[config.mk]
export PLATFORM = sky130hd
export DESIGN_NAME = mem_write_monitor
export DESIGN_NICKNAME = d
export VERILOG_FILES = /design/src/rtl/mem_write_monitor.sv
export SDC_FILE = /design/constraint.sdc
export NUM_CORES = 1
export LEC_CHECK = 0
export ABC_AREA = 1
export CAP_MARGIN = 20
export CORE_ASPECT_RATIO = 0.7
export CORE_MARGIN = 10
export CORE_UTILIZATION = 44
export DETAILED_ROUTE_END_ITERATION = 12
export PLACE_DENSITY_LB_ADDON = 0.12
export SLEW_MARGIN = 40
export SYNTH_ARGS = -nofsm -noshare
export SYNTH_HDL_FRONTEND = slang
export SYNTH_SLANG_ARGS = --single-unit
[constraint.sdc]
create_clock -name clk -period 2 [get_ports clk]
set_input_delay 0.6 -clock clk [delete_from_list [all_inputs] [get_ports clk]]
set_output_delay 0.6 -clock clk [all_outputs]
set_load 0.01 [all_outputs]
[src/rtl/mem_write_monitor.sv]
// ============================================================================
// Module      : mem_write_monitor
// Description : Watches a memory write bus and reports PASS, FAIL or TIMEOUT.
//               Define MON_HIST_EN to keep a ring buffer of recent writes.
// Revision    : 1.0 - initial release
// ============================================================================
`default_nettype none

module mem_write_monitor #(
    parameter int unsigned ADDR_W     = 32,
    parameter int unsigned DATA_W     = 32,
    parameter int unsigned PASS_ADR   = 100,
    parameter int unsigned PASS_DATA  = 25,
    parameter int unsigned SCR_BASE   = 96,
    parameter int unsigned SCR_SIZE   = 4,
    parameter int unsigned TIMEOUT    = 1000,
    parameter int unsigned HIST_DEPTH = 8
) (
    input  logic                          clk,
    input  logic                          reset,
    input  logic                          mem_write,
    input  logic                          mem_read,
    input  logic [ADDR_W-1:0]             data_adr,
    input  logic [DATA_W-1:0]             write_data,
    input  logic [$clog2(HIST_DEPTH)-1:0] hist_idx,
    output logic [1:0]                    status,
    output logic                          done,
    output logic [31:0]                   cycle_cnt,
    output logic [15:0]                   write_cnt,
    output logic [ADDR_W-1:0]             fail_adr,
    output logic [DATA_W-1:0]             fail_data,
    output logic                          hist_valid,
    output logic [ADDR_W-1:0]             hist_adr,
    output logic [DATA_W-1:0]             hist_data
);

    localparam int unsigned HIDX_W = $clog2(HIST_DEPTH);

    localparam logic [63:0] C_SCR_LO  = 64'(SCR_BASE);
    localparam logic [63:0] C_SCR_HI  = 64'(SCR_BASE) + 64'(SCR_SIZE);
    localparam logic [31:0] C_TMO_CYC = 32'(TIMEOUT - 1);

    typedef enum logic [1:0] {
        ST_RUN  = 2'b00,
        ST_PASS = 2'b01,
        ST_FAIL = 2'b10,
        ST_TMO  = 2'b11
    } state_t;

    state_t              state_q, state_d;
    logic [31:0]         cycle_cnt_q, cycle_cnt_d;
    logic [15:0]         write_cnt_q, write_cnt_d;
    logic [ADDR_W-1:0]   fail_adr_q, fail_adr_d;
    logic [DATA_W-1:0]   fail_data_q, fail_data_d;

    logic                w_run_write;
    logic                w_is_pass;
    logic                w_in_scratch;
    logic [63:0]         w_adr_ext;

    assign w_adr_ext    = 64'(data_adr);
    assign w_run_write  = (state_q == ST_RUN) && mem_write;
    assign w_is_pass    = (data_adr == ADDR_W'(PASS_ADR)) && (write_data == DATA_W'(PASS_DATA));
    assign w_in_scratch = (w_adr_ext >= C_SCR_LO) && (w_adr_ext < C_SCR_HI);

    always_comb begin
        state_d     = state_q;
        cycle_cnt_d = cycle_cnt_q;
        write_cnt_d = write_cnt_q;
        fail_adr_d  = fail_adr_q;
        fail_data_d = fail_data_q;

        if (state_q == ST_RUN) begin
            cycle_cnt_d = cycle_cnt_q + 32'd1;
            if (mem_write) begin
                if (mem_read) begin
                    state_d     = ST_FAIL;
                    fail_adr_d  = data_adr;
                    fail_data_d = write_data;
                end else if (w_is_pass) begin
                    state_d = ST_PASS;
                end else if (w_in_scratch) begin
                    if (write_cnt_q != 16'hFFFF) begin
                        write_cnt_d = write_cnt_q + 16'd1;
                    end
                end else begin
                    state_d     = ST_FAIL;
                    fail_adr_d  = data_adr;
                    fail_data_d = write_data;
                end
            end
            // A resolving write on the last cycle wins over the timeout.
            if ((state_d == ST_RUN) && (cycle_cnt_q == C_TMO_CYC)) begin
                state_d = ST_TMO;
            end
        end
    end

    always_ff @(posedge clk) begin
        if (!reset) begin
            state_q     <= ST_RUN;
            cycle_cnt_q <= '0;
            write_cnt_q <= '0;
            fail_adr_q  <= '0;
            fail_data_q <= '0;
        end else begin
            state_q     <= state_d;
            cycle_cnt_q <= cycle_cnt_d;
            write_cnt_q <= write_cnt_d;
            fail_adr_q  <= fail_adr_d;
            fail_data_q <= fail_data_d;
        end
    end

    assign status    = state_q;
    assign done      = (state_q != ST_RUN);
    assign cycle_cnt = cycle_cnt_q;
    assign write_cnt = write_cnt_q;
    assign fail_adr  = fail_adr_q;
    assign fail_data = fail_data_q;

`ifdef MON_HIST_EN
    logic [HIDX_W-1:0] hist_ptr_q, hist_ptr_d;
    logic [HIDX_W:0]   hist_cnt_q, hist_cnt_d;
    logic [ADDR_W-1:0] hist_adr_mem  [HIST_DEPTH];
    logic [DATA_W-1:0] hist_data_mem [HIST_DEPTH];
    logic [HIDX_W-1:0] w_rd_idx;

    always_comb begin
        hist_ptr_d = hist_ptr_q;
        hist_cnt_d = hist_cnt_q;
        if (w_run_write) begin
            hist_ptr_d = hist_ptr_q + 1'b1;
            if (hist_cnt_q != (HIDX_W+1)'(HIST_DEPTH)) begin
                hist_cnt_d = hist_cnt_q + 1'b1;
            end
        end
    end

    always_ff @(posedge clk) begin
        if (!reset) begin
            hist_ptr_q <= '0;
            hist_cnt_q <= '0;
        end else begin
            hist_ptr_q <= hist_ptr_d;
            hist_cnt_q <= hist_cnt_d;
        end
    end

    // Storage is not reset; the count alone marks entries as stale.
    always_ff @(posedge clk) begin
        if (reset && w_run_write) begin
            hist_adr_mem[hist_ptr_q]  <= data_adr;
            hist_data_mem[hist_ptr_q] <= write_data;
        end
    end

    assign w_rd_idx   = hist_ptr_q - 1'b1 - hist_idx;
    assign hist_valid = ({1'b0, hist_idx} < hist_cnt_q);
    assign hist_adr   = hist_adr_mem[w_rd_idx];
    assign hist_data  = hist_data_mem[w_rd_idx];
`else
    logic w_unused_hist;
    assign w_unused_hist = ^{hist_idx, w_run_write};
    assign hist_valid    = 1'b0;
    assign hist_adr      = '0;
    assign hist_data     = '0;
`endif

endmodule

`default_nettype wire
==> flow_metrics.tcl <==
set metrics [dict create \
    status "finished, final reports clean" \
    powerDensity_mw_per_mm2 655 \
    startpoint_type "input port" \
    route.detailed.drc 0 \
    period_minus_slack_ns 1.98 \
    p_clk_share_pct 45.2 \
    path_class "input port to flip-flop" \
    r2r-start "cycle_cnt[1]$_SDFFE_PN0N_" \
    comb_power_share_pct 16.9 \
    routed_wl_mm 22.5 \
    place_ws_ns -0.589 \
    fin_ws_ns 0.0222 \
    grt_max_degree 69 \
    syn_inst 964 \
    start_util_pct 45.1 \
    path_cells "dlygate4sd2_1 -> nand4_1 -> nor2_4 -> nand3_2 -> nor3_4 -> nand2_4 -> buf_12 -> buf_12 -> nand3_2 -> nand2_1 -> nor2_1" \
    finalSetupViolations 0 \
    final_core_util_pct 70.7 \
    r2r_slack_ns 0.13 \
    slowest_stage "nor3_4" \
    hold_viol 0 \
    period_share_pct 98.9 \
    holdWs_ns 0.478 \
    slowest_delay_ns 0.23 \
    post-dp-hpwl_mm 15.2 \
    startpoint "write_data[0]" \
    cts_tree "yes" \
    postCtsHoldBufs 0 \
    crit_arrival_ns 2.32 \
    place_inst 1365 \
    cts_buffer_depth 2 \
    path_delay_family "simple AND/OR/NAND/NOR gates" \
    leakage_uw 0.00492 \
    worstSetupEndpointType "flip-flop" \
    grt_use_total_pct 21.3 \
    ff2ff_path_depth 9 \
    crit_end "fail_data[31]$_SDFFE_PN0P_" \
    fin_skew_ns 0.0139 \
    die_w_um 163 \
    worstSkewPairLatency_ns 0.41 \
    area_growth_syn_to_layout_pct 56.6 \
    swShare_pct 26.1 \
    syn_area_mm2 0.00632 \
    fp-row-count 36 \
    drive_gt1_share_pct 22.0 \
    place.gp.congestion 0.932 \
    path_buf_inv 3 \
    ant_nets 0 \
    wire_per_inst_um 15.4 \
    portBuffers 182 \
    switching_power_uw 1690 \
    ir_drop_uv 637 \
    layout.nets 1330 \
    cts_max_level 4 \
    numCtsBuffers 17 \
    first_pass_iters 5 \
    grt-ovfl-total 0 \
    cp_data_required_time_ns 2.34 \
    seqPwrFrac_pct 37.9 \
    first_global_vias 6504 \
    maxCapViolCount 0 \
    antenna_found_initial 1 \
    ys_types 31 \
    cp.depth 11 \
    max_freq_mhz 506 \
    ys_warn_count 0 \
    ios 251 \
    worstHoldPathType "flip-flop to flip-flop" \
    die_area_mm2 0.0196 \
    final_cells 1462 \
    clk_pin_slew_ns 0.06 \
    p_int_uw 4800 \
    coreArea_mm2 0.0140 \
    grt_pass1_wl_mm 34.2 \
    yosysSeqAreaShare_pct 36.1 \
    initialDrtViolationCount 571 \
    finalPower_uw 6490 \
    final-max-slew-violation-count 0 \
    clockRootBuffer "clkbuf_16" \
    die_y_um 120 \
    r2r-end "cycle_cnt[18]$_SDFFE_PN0N_" \
    viasPerCell 4.83 \
    syn_area_per_cell_um2 6.56 \
    critPathMaxFanout 7 \
    vias 7065 \
    numClockSinks 114 \
    yosys_register_bits 114 \
]
==> worst register-to-register path: cells and delay by family (launching register included) <==
kind / cells / cell delay (ns)
fa+ha+maj: 1 / 0.19
compound gates: 2 / 0.26
flops: 1 / 0.35
simple gates: 5 / 0.76
buf+inv: 1 / 0.21
==> metrics by stage <==
stage,area (um2),TNS [ns]
after detailed placement,8520,-43.92
after global routing,9900,-0.0101
after global placement,8520,-41.90
final,9900,0
after CTS,9700,0
after floorplan,6560,0
==> repair_timing <==
| item | in CTS | in global routing |
|---|---|---|
| gates cloned | 7 | 1 |
| buffers inserted | 45 | 12 |
| endpoints found under the hold margin | 0 | 0 |
| pin swaps | 35 | 49 |
| setup endpoints to repair | 107 | 85 |
| resized for setup | 133 | 115 |
==> cells by family (layout without fill, tap and decap cells) <==
family                     count (synthesis)  in the layout  synth area share, %
other                                      1             67               0.0593
DFF                                      114            114                 36.1
xor gates and xnor gates                  10             10                 1.39
AOI/OAI and AO/OA                        115            115                 9.20
and+or+nand+nor                          492            493                 33.6
adders and majority gates                  2              2                0.396
buffers and inverters                    230            471                 19.3
==> final cells by class <==
class                   instances  area [um2]
diodes                          2        5.00
clock buffers                  21         450
clock inverters                11         113
fillers                      1249        4110
inverters                     122         458
multi-input cells             685        3340
flip-flops and latches        114        2300
well taps                     190         238
repair buffers                317        3000
==> cells in the final DEF (no fill, tap or decap), drive strengths merged, types with 38 or more instances in the layout <==
master,n
nand2,174
a21oi,92
clkbuf,39
nor2,175
dlygate4sd2,38
nand3,93
clkdlybuf4s50,84
dfxtp,114
inv,122
buf,133
conb,65
==> flip-flops by register name, indices dropped and copies added (netlist names) <==
name	flops
write_cnt	16
fail_data	32
status	2
cycle_cnt	32
fail_adr	32
==> synthesized netlist by cell type (all sizes together) <==
cell type,n,area [um2]
buf,95,711
clkbuf,13,48.8
ha,2,25.0
a21oi,92,460
xor2,7,61.3
o21ai,20,100
o21bai,1,7.51
xnor2,3,26.3
nand2,174,661
nor3b,4,35.0
nor4,4,25.0
dfxtp,114,2280
and3,1,6.26
nor2,174,678
o21a,1,7.51
a31oi,1,6.26
conb,1,3.75
nand4,25,163
nor3,17,90.1
inv,122,458
nand3,93,465
==> power by group through the flow <==
stage,Sequential (uW),Combinational (uW),Clock [uW]
after detailed placement,2490,977,0
final,2460,1100,2940
after floorplan,2540,486,0
after global placement,2490,970,0
after CTS,2450,1050,2970
after global routing,2470,1200,3070
==> layer usage <==
metal  vias up  track usage [%]  share of wire [%]
met5         -                0                  0
met4         0             5.17               0.56
met3        13             6.24                9.7
met2       303             32.6                 45
met1      3218             28.7                 45
li1       3531                -                  -
==> how the worst min path moves through the flow <==
stage | from | to | slack [ns] | depth (start not counted)
global route | fail_data[20]$_SDFFE_PN0P_ | fail_data[20]$_SDFFE_PN0P_ | 0.50 | 2
floorplan | write_cnt[0]$_SDFFE_PN0P_ | write_cnt[0]$_SDFFE_PN0P_ | 0.50 | 1
global placement | fail_data[8]$_SDFFE_PN0P_ | fail_data[8]$_SDFFE_PN0P_ | 0.46 | 2
CTS | fail_adr[29]$_SDFFE_PN0P_ | fail_adr[29]$_SDFFE_PN0P_ | 0.48 | 2
finish | fail_data[20]$_SDFFE_PN0P_ | fail_data[20]$_SDFFE_PN0P_ | 0.48 | 2
detailed placement | fail_data[17]$_SDFFE_PN0P_ | fail_data[17]$_SDFFE_PN0P_ | 0.47 | 2
Power figures use the tool's default switching activity.
==> patch: new RTL, same settings <==
Put one more register stage on the output `cycle_cnt`, with the module's reset. The value now appears one clock later. The other outputs are not delayed to match.
--- a/src/rtl/mem_write_monitor.sv
+++ b/src/rtl/mem_write_monitor.sv
@@ -114,7 +114,13 @@
 
     assign status    = state_q;
     assign done      = (state_q != ST_RUN);
-    assign cycle_cnt = cycle_cnt_q;
+    always_ff @(posedge clk) begin
+        if (!reset) begin
+            cycle_cnt <= '0;
+        end else begin
+            cycle_cnt <= cycle_cnt_q;
+        end
+    end
     assign write_cnt = write_cnt_q;
     assign fail_adr  = fail_adr_q;
     assign fail_data = fail_data_q;
Behaviour: not the same (a bounded check fails within 4 cycles, from zero or initial values and one cycle with reset low).
==> patch against the unedited design <==
- the run now ends with setup timing left
- fmax is 1.2% lower
- sequential cell count rose by 32
- largest power group is now registers
- highest routed layer unchanged
- setup slack lost 0.024 ns
- total power up 14%
- die area rose by 8.4%
- area after synthesis up 9.9%
- largest cell class unchanged
- wire length grew 2.3%
- design area up 7.4%
==> patch: results (changes against the unedited design) <==
first-pass GRT wire length 33100 um (-3.2%); share of layout cells above drive strength 1 0.175 (-0.0442); status finished, violations left; initial antenna violation count 0 (-1); final setup fails 2 (+2); maximum VDD drop 0.550 mV (-14%); Pint 5.42 mW (+13%); total inserted antenna cells 0 (-2); Final Instance Area 10600 sq um (+7.4%); clock group total power 3.10 mW (+5%); First-pass DRT Iterations 6 (+1); Commonest cells post-synth nor2_1, nand2_1, dfxtp_1; number of global-route vias before repair 6459 (-0.69%); drt first-iter violations 453 (-21%); Seq/Total Area, Yosys 0.421 (+0.0599); crit path max fanout 5 (-2); metal3 WL 1930 um (-11%); met2 WL 10300 um (+1.7%); Setup TNS Final -0.00333 ns (-0.00333 ns); Cell Area, Placed 9260 sq um (+8.7%); pin count of the biggest net entering global routing 49 (-29%); GR Util met1 0.251 (-0.0357); M2 GR Usage 0.290 (-0.0364); syn_area_per_cell 6.84 sq um (+4.3%); Global Route met3 Usage 0.0679 (+0.00553); final worst setup slack -0.00218 ns (-0.0244 ns); Synth area leaders dfxtp_1, nor2_1, nand2_1, buf_4, inv_1; failing checks setup timing; Final nets 1365 (+2.6%)
[patch: cell types whose count changed after synthesis, sizes merged, moves of 3 or more]
cell   delta
nor3     +11
nand3    -60
buf      -11
o21ai    +65
nor4      -3
dfxtp    +32
nand2     -3
inv      -18
a21oi    -56
nor2     +96
nand4     -9
[patch: worst max-delay path, cell delays in order]
cell and delay [ns]:
clkdlybuf4s50_1 0.42, nor2_1 0.14, nand2_1 0.09, nor2_2 0.14, nand2_2 0.09, nor2_4 0.12, nand3_4 0.11, nand2_8 0.13
buf_12 0.13, clkinv_8 0.07, clkbuf_16 0.16, nor2_1 0.08, nor2_1 0.05
[patch: kinds of logic after synthesis]
| group | synth area share |
|---|---|
| flops | 0.421 |
| compound gates | 0.0968 |
| simple gates | 0.313 |
| fa+ha+maj | 0.00360 |
| other cells | 0.000540 |
| xor+xnor | 0.0101 |
| buf+inv | 0.155 |
[patch: final timing paths]
check,startpoint,endpoint,cells past startpoint
setup / recovery,write_data[29],fail_data[0]$_SDFFE_PN0P_,13
hold / removal,cycle_cnt_q[19]$_SDFFE_PN0N_,cycle_cnt[19]$_SDFF_PN0_,2
setup reg to reg,status[0]$_SDFFE_PN0N_,cycle_cnt_q[11]$_SDFFE_PN0N_,7
hold reg to reg,cycle_cnt_q[19]$_SDFFE_PN0N_,cycle_cnt[19]$_SDFF_PN0_,2
[patch: layout make-up]
cell class              count  area share
clock buffers              19      0.0417
clock inverters            13      0.0121
inverters                 104      0.0384
multi-input cells         731       0.323
flip-flops and latches    146       0.276
well taps                 200      0.0235
repair buffers            291       0.284
repair inverters            1     0.00153
[patch: repair_timing]
action	in CTS	in global routing
endpoints found under the setup margin	86	99
buffers inserted	3	12
pin swaps	4	49
resized for setup	36	145
cloned	0	11
